===== src/rtl/fetch_regs.sv =====
// Multicycle datapath register stage: PC, IR, MDR, operand and ALU latches.
// Decodes the latched instruction for the control unit and selects the memory address.
module fetch_regs #(
    parameter int               WIDTH    = 32,
    parameter logic [WIDTH-1:0] RESET_PC = '0
) (
    input  logic             clk,
    input  logic             reset,
    input  logic             PC_Write,
    input  logic             IR_Write,
    input  logic             I_or_D,
    input  logic             PC_Src,
    input  logic [WIDTH-1:0] ALU_Result,
    input  logic [WIDTH-1:0] Mem_Read_Data,
    input  logic [WIDTH-1:0] Reg_Read_Data1,
    input  logic [WIDTH-1:0] Reg_Read_Data2,
    output logic [WIDTH-1:0] Mem_Addr,
    output logic [WIDTH-1:0] PC,
    output logic [31:0]      Instr,
    output logic [5:0]       Op,
    output logic [5:0]       Funct,
    output logic [4:0]       Rs,
    output logic [4:0]       Rt,
    output logic [4:0]       Rd,
    output logic [WIDTH-1:0] Imm_Ext,
    output logic [WIDTH-1:0] Data,
    output logic [WIDTH-1:0] A,
    output logic [WIDTH-1:0] B,
    output logic [WIDTH-1:0] ALU_Out,
    output logic [31:0]      Instr_Count
);

    logic [WIDTH-1:0] pc_reg, pc_next;
    logic [31:0]      ir_reg;
    logic [WIDTH-1:0] data_reg, a_reg, b_reg, alu_out_reg;
    logic [31:0]      instr_count_reg;

    assign pc_next = PC_Src ? alu_out_reg : ALU_Result;

    always_ff @(posedge clk or negedge reset) begin
        if (!reset) begin
            pc_reg          <= RESET_PC;
            ir_reg          <= '0;
            instr_count_reg <= '0;
        end else begin
            if (PC_Write) begin
                pc_reg <= pc_next;
            end
            // The fetch count tracks IR loads and wraps silently.
            if (IR_Write) begin
                ir_reg          <= Mem_Read_Data;
                instr_count_reg <= instr_count_reg + 32'd1;
            end
        end
    end

    always_ff @(posedge clk or negedge reset) begin
        if (!reset) begin
            data_reg    <= '0;
            a_reg       <= '0;
            b_reg       <= '0;
            alu_out_reg <= '0;
        end else begin
            data_reg    <= Mem_Read_Data;
            a_reg       <= Reg_Read_Data1;
            b_reg       <= Reg_Read_Data2;
            alu_out_reg <= ALU_Result;
        end
    end

    // Decode only from the latched instruction so the control unit sees a stable word.
    assign Op      = ir_reg[31:26];
    assign Rs      = ir_reg[25:21];
    assign Rt      = ir_reg[20:16];
    assign Rd      = ir_reg[15:11];
    assign Funct   = ir_reg[5:0];
    assign Imm_Ext = {{(WIDTH-16){ir_reg[15]}}, ir_reg[15:0]};

    assign Mem_Addr    = I_or_D ? alu_out_reg : pc_reg;
    assign PC          = pc_reg;
    assign Instr       = ir_reg;
    assign Data        = data_reg;
    assign A           = a_reg;
    assign B           = b_reg;
    assign ALU_Out     = alu_out_reg;
    assign Instr_Count = instr_count_reg;

endmodule


===== config.mk =====
export PLATFORM = sky130hd
export DESIGN_NAME = fetch_regs
export DESIGN_NICKNAME = d
export VERILOG_FILES = /design/src/rtl/fetch_regs.sv
export SDC_FILE = /design/constraint.sdc
export NUM_CORES = 1
export LEC_CHECK = 0
export ABC_CLOCK_PERIOD_IN_PS = 1690
export CORE_ASPECT_RATIO = 0.6
export CORE_MARGIN = 2
export CORE_UTILIZATION = 30
export DETAILED_ROUTE_END_ITERATION = 10
export GPL_ROUTABILITY_DRIVEN = 1
export HOLD_SLACK_MARGIN = 0.05
export PLACE_DENSITY_LB_ADDON = 0.08
export SYNTH_ARGS = -nofsm -noshare
export SYNTH_HDL_FRONTEND = slang
export SYNTH_SLANG_ARGS = --single-unit
export TNS_END_PERCENT = 5

===== constraint.sdc =====
create_clock -name clk -period 1.69 [get_ports clk]
set_clock_uncertainty 0.2 [all_clocks]
set_input_delay 0.338 -clock clk [delete_from_list [all_inputs] [get_ports clk]]
set_output_delay 0.338 -clock clk [all_outputs]
set_load 0.01 [all_outputs]

* Yosys cells after proc, flatten, opt, wreduce, memory -nomap -nowiden
Cells that the tools add are included.
** Storage, ports and cells
- Flip-flop bits (word level) :: 224
- Output and inout bits :: 315
- Logic and storage cells :: 10
** Operators by class
- $add $sub $neg :: 1
- Muxes and demuxes :: 2
** Operators with widths (number)
- 32-bit 2-to-1 mux :: 2
- 32-bit by 1-bit adder with 32-bit output, second input constant :: 1

* Longest topological paths before layout
Gate-level depths: netlist (run 1).
- Word-level depth :: 1
- Depth in mapped cells :: 5

* Worst setup path before layout (run 1)
No wires, ideal clock.
- Path type :: reg-to-reg
- Start point :: reg instr_count_reg[3], in the netlist Instr_Count[3]
- End point :: reg instr_count_reg[31], in the netlist Instr_Count[31]
- Arrival :: 1563 ps
- Slack :: -152 ps
- Cell stages (with the launch flop) :: 6
- Buffers on the path :: 1
- Path through :: dfrtp_1 nand4_1 or4_1 buf_6 nor3_4 xor2_1
** Between the ends
- Word-level cells in the longest chain between the ends :: 1
** RTL lines
- start, declared :: line 36 : logic [31:0] instr_count_reg;
- start signal, assigned :: line 52 : instr_count_reg <= instr_count_reg + 32'd1;
- 32-bit by 1-bit adder with 32-bit output :: line 52
Every way passes these cells.
A chain may end at the register's enable or synchronous reset.

* Final worst setup path (run 1)
- Start point :: reg pc_reg[27], in the netlist PC[27]
- End point :: out Mem_Addr[27]
** Between the ends
- Word-level cells in the longest chain between the ends :: 1
** RTL lines
- start, declared :: line 33 : logic [WIDTH-1:0] pc_reg, pc_next;
- start signal, assigned :: line 47 : pc_reg <= pc_next;
- 32-bit 2-to-1 mux :: line 79 : assign Mem_Addr = I_or_D ? alu_out_reg : pc_reg;
- end, declared :: line 17 : output logic [WIDTH-1:0] Mem_Addr,
Every way passes these cells.

==> key figures, run 1 <==
Detailed routing
  • Drt first pass iters: 4
  • Drt drc: 0
  • Drt first-iter violations: around 270
  • Vias/cell: roughly 4.2
  • Final WL: approximately 27,000 um
  • DR WL/cell: 18.28 um
  • Via count: 6,243
  • Post-DRT Antenna Nets: 0

Die
  • Die area: approximately 29,000 um2
  • Total I/O pin count: between 400 and 500
  • Core Region: roughly 27,000 um2
  • DIE WIDTH: 216.7 um
  • Number of cell rows: 46
  • Die height: ~130 um
  • Starting density of the core: 0.3069

Setup path
  • Worst-path maximum fanout: 2
  • WP data required: around 1.2 ns
  • Critical path type: flop to output pin
  • Critical path launch point type: flop
  • CP arrival: between 1 and 1.5 ns
  • Crit end category: output pin

Timing
  • RSZ-0062 raised after global routing: yes
  • Slew HR: 0.5033
  • Period minus WS final: about 1.9 ns
  • Slack of the critical path: -0.1923 ns
  • Fin crit share: 1.114
  • Hold Violations, Final: 0
  • # setup viols final: about 100
  • Max Slew Vio Count: 0
  • Max Clk Rate: ~0.53 GHz
  • Hold slack: a little over 0.07 ns
  • Setup TNS: -7.734 ns
  • Worst slew pin tran: roughly 0.75 ns

Run status
  • Failing checks: setup timing
  • Status: complete, but fails checks

GRT
  • Met2 GRT Util: 0.3189
  • Met3 Resource Use GR: 0.07662
  • Met1 usage: 0.2246
  • Pin count of the biggest net entering global routing: 60
  • GRT Overall Usage: 0.1906
  • Global-route wire length before repair: between 40,000 and 50,000 um
  • Remaining Overflow, GRT: 0
  • Global routing's busiest layer: met2
  • Initial antenna violation count: 1
  • Vias in the first global route: 6,610

Cells and area
  • Final net count: roughly 1,300
  • Util after Layout: 0.5327
  • Layout cells sized above 1: 0.4789
  • Leading cell type in the layout, fill and taps excluded: dfrtp_1
  • Most frequent cells in the layout: 220 x dfrtp_1, 128 x clkdlybuf4s50_1, 121 x buf_6
  • Reg area: 5610 um2
  • Fillers: about 2,300
  • Area of the multi-input gates: ~2100 um2
  • Area delta synth->final: 73.56%

Run
  • Max Cap Viol: 0

Yosys
  • Avg Inst Size Synth: between 10 and 15 um2
  • Yosys top cell area share: 0.6883
  • Sequential-to-total area share from yosys stat: 0.6883
  • Post-Synthesis Cells: 559
  • Top cell type by total area after synthesis: dfrtp_1
  • Net Count, Synth: 694
  • Yosys Warn Count: 0
  • #FFs+latches synth: around 220
  • Synth cell types: 30
  • Synth top area cells: dfrtp_1 69%, mux2_2 9.0%, buf_4 5.4%
  • Synthesized area: 8144 um2

Pwr
  • P_int: ~11 mW
  • P per Cell Area: just over 1000 nW/um2
  • Clock Power Share: 0.386
  • Switching share of total power: 0.2503
  • LEAKAGE: 6.824 nW
  • Peak VDD IR: 0.5123 mV
  • Share of power burned in combinational logic: 0.197
  • Sequential power share: 0.418
  • Net Sw Power: around 3.6 mW

Clock network
  • Clk slew on worst S/H paths: about 0.070 ns
  • CTS sink cnt: between 200 and 250
  • CTS Buffer Depth: 3
  • Root buffer cell: clkbuf_16
  • CTS tree: done
  • H-Tree Depth: 1
  • Clk_lat worst skew: between 0.5 and 0.6 ns
  • CTS Buf Count: 23

Placement
  • HPWL after DPL: a little over 20,000 um
  • Port bufs: 448
  • RD Place Congestion: 0.8182

Worst hold path
  • Tightest Hold Check Type: input pin to flop
==> metrics by stage <==
step | power (mW) | worst slack [ns] | area [um2] | cells
after floorplan | 7.099 | -0.09599 | 8148 | 559
after global placement | 9.108 | -0.3642 | 13300 | 1380
after detailed placement | 9.106 | -0.3710 | 13300 | 1380
after CTS | 14.62 | -0.2107 | 14300 | 1494
after global routing | 15.12 | -0.2387 | 14130 | 1499
final | 14.44 | -0.1923 | 14130 | 1499
==> state kept, by name, summed over array words and instances, names as in the netlist <==
name / count
B: 32
A: 32
PC: 32
Instr: 32
Instr_Count: 32
Data: 32
ALU_Out: 32
==> cell families after synthesis <==
| logic type | count (synthesis) | synth area share |
|---|---|---|
| compound gates | 32 | 0.01966 |
| xor+xnor | 31 | 0.03334 |
| fa+ha+maj | 1 | 0.001536 |
| buf+inv | 83 | 0.06698 |
| flops | 224 | 0.6883 |
| mux | 97 | 0.1292 |
| simple gates | 91 | 0.06099 |
==> synth_stat cells, drive strengths merged <==
library cell,number
nand4,7
or2,1
nand3,9
ha,1
nor4,1
dfrtp,224
a21oi,32
mux2,65
nand2,12
clkbuf,8
xor2,18
xnor2,13
or4,1
nor3,13
inv,4
and2,1
nor2,37
buf,71
mux2i,32
and4,3
and3,6
==> path summary, 6_finish.rpt <==
kind / start / endpoint / slack [ns] / cells after the start
setup / recovery: PC[27] / Mem_Addr[27] / -0.19 / 2
hold / removal: Reg_Read_Data2[27] / B[27] / 0.07 / 1
setup reg to reg: Instr_Count[19] / Instr_Count[31] / -0.05 / 5
hold reg to reg: Instr_Count[31] / Instr_Count[31] / 0.26 / 1
max in group asynchronous: reset / PC[24] / 0.30 / 3
min in group asynchronous: reset / ALU_Out[21] / 0.21 / 3
==> area by class of cell <==
cell class	count	area share
clock buffer	31	0.04568
timing repair buffer	616	0.3635
inverter	4	0.001062
multi-input combinational	252	0.1478
tap	360	0.03187
sequential	224	0.3969
clock inverter	11	0.01301
antenna	1	0.0001770
==> critical path, stage by stage, from the launching register on <==
cell and delay [ns]:
dfrtp_1 0.43, mux2_2 0.29, buf_6 0.12
==> repair_timing <==
| action | CTS | global route |
|---|---|---|
| gates resized for setup | 999 | 269 |
| hold buffers | 56 | 1 |
| buffers inserted | 15 | 3 |
| gates cloned | 1 | 0 |
| pin swaps | 0 | 5 |
| endpoints found under the setup margin | 328 | 281 |
| hold endpoints to repair | 283 | 1 |
==> routing by layer <==
layer / vias to the layer above / share of wire / wire length, um
li1: 2963 / - / -
met1: 3036 / 0.39 / 10680
met2: 206 / 0.50 / 13710
met3: 38 / 0.085 / 2337
met4: 0 / 0.025 / 675
met5: - / 0 / 0
==> power groups by stage <==
stage          sequential [mW]  clock, mW  combinational [mW]
2_1_floorplan             6.32          0               0.779
3_3_place_gp              6.13          0                2.98
6_report                  6.03       5.57                2.84
5_1_grt                   6.07       5.99                3.05
4_1_cts                   6.02       5.75                2.86
3_5_place_dp              6.13          0                2.97
(Power assumes the default switching activity.)
==> inputs of run 2 (changes only) <==
--- a/config.mk
+++ b/config.mk
@@ -5,7 +5,8 @@
 export SDC_FILE = /design/constraint.sdc
 export NUM_CORES = 1
 export LEC_CHECK = 0
-export ABC_CLOCK_PERIOD_IN_PS = 1690
+export ABC_AREA = 1
+export ABC_CLOCK_PERIOD_IN_PS = 2100
 export CORE_ASPECT_RATIO = 0.6
 export CORE_MARGIN = 2
 export CORE_UTILIZATION = 30
==> constraint.sdc (replaced) <==
create_clock -name clk -period 2.1 [get_ports clk]
set_clock_uncertainty 0.2 [all_clocks]
set_input_delay 0.42 -clock clk [delete_from_list [all_inputs] [get_ports clk]]
set_output_delay 0.42 -clock clk [all_outputs]
set_load 0.01 [all_outputs]
==> run 2 against run 1 <==
- highest routed layer is now met5
- the flow now finishes without violations
- cell area is 2.9% lower
- cell count is 5.5% higher
- worst setup slack better by 0.24 ns
- combinational power is 33% lower
==> key figures, run 2 <==
GRT
  • Global-route wire length before repair: 43,060 um (+4.6%)
  • GRT Overall Usage: 0.1941 (+0.003448)
  • Initial antenna violation count: 3 (+2)
  • Vias in the first global route: 6,728 (+1.8%)
  • Remaining Overflow, GRT: 0 (unchanged)
  • Pin count of the biggest net entering global routing: 49 (-18%)

Detailed routing
  • Drt first pass iters: 4 (unchanged)
  • DR WL/cell: 18.33 um (+0.27%)
  • Drt drc: 0 (unchanged)
  • Post-DRT Antenna Nets: 0 (unchanged)
  • Drt first-iter violations: 359 (+32%)
  • Via count: 6,794 (+8.8%)
  • Vias/cell: 4.297 (+3.2%)
  • Final WL: 28,980 um (+5.8%)

Timing
  • # setup viols final: 0 (-100%)
  • Max Slew Vio Count: 0 (unchanged)
  • Slack of the critical path: 0.04475 ns (+0.2371 ns)
  • Period minus WS final: a little over 2 ns
  • Hold slack: 0.1448 ns (+0.07337 ns)
  • Worst slew pin tran: 0.3993 ns (-0.3457 ns)
  • Hold Violations, Final: 0 (unchanged)
  • Max Clk Rate: just under 0.5 GHz
  • Slew HR: 0.7338 (+0.2305)
  • Fin crit share: 0.9787
  • Setup TNS: 0 ns (+7.734 ns)

Clock network
  • Setup bufs post-CTS: 0 (-15)
  • Clk_lat worst skew: 0.51 ns (about the same)
  • CTS Buffer Depth: 3 (unchanged)
  • Root buffer cell: clkbuf_16
  • H-Tree Depth: 1 (unchanged)
  • CTS Buf Count: 23 (unchanged)
  • Clk slew on worst S/H paths: 0.07 ns (about the same)
  • CTS tree: done
  • CTS sink cnt: 224 (unchanged)

Die
  • DIE WIDTH: 220.1 um (+1.5%)
  • Total I/O pin count: 449 (unchanged)
  • Number of cell rows: 47 (+2.2%)
  • Die area: 29,410 um2 (+3.1%)
  • Core Region: 27,580 um2 (+3.9%)
  • Die height: 133.6 um (+1.5%)
  • Starting density of the core: 0.3047 (-0.002264)

Yosys
  • Synth cell types: 23 (-23%)
  • Post-Synthesis Cells: 790 (+41%)
  • Net Count, Synth: 925 (+33%)
  • Synthesized area: 8403 um2 (+3.2%)
  • Avg Inst Size Synth: 10.64 um2 (-27%)
  • Number of enable flip-flop cells after synthesis: 0 (unchanged)
  • Top-count cell post-synth: dfrtp_1
  • Top cell type by total area after synthesis: dfrtp_1
  • Async S/R FF share, synth: 1.000 (unchanged)
  • Yosys top cell area share: 0.6671 (-0.02121)
  • Synth top area cells: dfrtp_1 67%, nand2_1 8.7%, buf_4 5.3%
  • Top FF cell, synth: dfrtp_1
  • Commonest cells in the netlist: 224 x dfrtp_1, 194 x nand2_1, 64 x o21ai_0
  • Yosys Warn Count: 0 (unchanged)
  • #FFs+latches synth: 224 (unchanged)
  • Sequential-to-total area share from yosys stat: 0.6671 (-0.02121)

Pwr
  • LEAKAGE: 6.803 nW (-0.31%)
  • P per Cell Area: 802.7 nW/um2 (-21%)
  • Peak VDD IR: 0.4968 mV (-3.0%)

Cells and area
  • Layout cells sized above 1: 0.07667 (-0.4022)
  • Reg area: 5623 um2 (+0.22%)
  • Fillers: 2,546 (+8.9%)
  • Area of the multi-input gates: 2011 um2 (-3.8%)
  • Leading cell type in the layout, fill and taps excluded: clkdlybuf4s50_1
  • Final net count: 1,334 (+6.2%)
  • Area delta synth->final: 63.36%
  • Most frequent cells in the layout: 242 x clkdlybuf4s50_1, 210 x dfrtp_1, 194 x nand2_1

Run
  • Max Cap Viol: 0 (unchanged)

Setup path
  • Crit end category: output pin
  • Critical path launch point type: flop
  • Top delay family on crit path: buffers and inverters
  • WP data required: 1.48 ns (+0.33 ns)
  • CP peak stage delay: 0.56 ns (+0.13 ns)
  • Critical path type: flop to output pin
  • Buf+Inv Stages, Crit Path: 1 (unchanged)
  • CP max-delay cell: clkdlybuf4s50_1
  • Reg2Reg Setup Slack: 0.38 ns (+0.43 ns)
  • CP arrival: 1.44 ns (+0.10 ns)
  • Critical path cell sequence: clkdlybuf4s50_1
  • Worst-path maximum fanout: 3 (+1)

Run status
  • Status: finished, final reports clean

Placement
  • RD Place Congestion: 0.8342 (+2.0%)
  • HPWL after DPL: 22,200 um (+8.6%)
  • Pre-CTS setup slack: -0.04652 ns (+0.3245 ns)
  • Port bufs: 448 (unchanged)

Worst hold path
  • Tightest Hold Check Type: input pin to flop
[run 2: cell families (layout without fill, tap and decap cells)]
| kind of cell | Yosys count | in the layout | share of synthesized area |
|---|---|---|---|
| simple gates | 301 | 301 | 0.1560 |
| flops | 224 | 224 | 0.6671 |
| buf+inv | 149 | 572 | 0.09366 |
| compound gates | 96 | 96 | 0.06194 |
| xor+xnor | 19 | 19 | 0.01980 |
| fa+ha+maj | 1 | 1 | 0.001489 |
| other cells | 0 | 1 | 0 |
[run 2: layout make-up]
class                           count  share of cell area
Clock inverter                      7            0.008659
Clock buffer                       32             0.04876
Tap cell                          367             0.03345
Sequential cell                   224              0.4096
Inverter                           63             0.01723
Antenna cell                        1           0.0001823
Multi-Input combinational cell    417              0.1465
Timing Repair Buffer              470              0.3356
[run 2: timing repair]
item	CTS	global route
hold buffers	2	0
gates resized for setup	179	39
cloned	0	0
endpoints found under the hold margin	228	0
setup endpoints to repair	168	39
[run 2: path summary, 6_finish.rpt]
| kind | from | endpoint | cells past startpoint |
|---|---|---|---|
| max reg2reg | Instr_Count[0] | Instr_Count[28] | 8 |
| max | ALU_Out[2] | ALU_Out[2] | 1 |
| min reg2reg | Instr[6] | Instr[6] | 2 |
| max in group asynchronous | reset | Data[5] | 3 |
| min in group asynchronous | reset | A[11] | 2 |
| min | Reg_Read_Data2[3] | B[3] | 1 |
[run 2: power breakdown]
part	leakage (nW)	internal, mW	switching, mW
clock network	0.381	2.59	1.69
logic	3.76	0.966	0.929
registers	2.66	4.62	0.230
[run 2: layer usage]
layer | part of all wire | global-route usage
met1 | 0.42 | 0.2509
met2 | 0.48 | 0.3202
met3 | 0.085 | 0.06279
met4 | 0.015 | 0.03840
met5 | 0.00062 | 0
[run 2: per-stage QoR]
step	util	total power, mW	instances	cell area, um2
floorplan	-	5.653	790	8403
global placement	0.4718	7.068	1539	13010
detailed placement	0.4718	7.076	1539	13010
CTS	0.4942	11.22	1580	13630
global route	0.4976	11.56	1580	13720
finish	0.4977	11.02	1581	13730
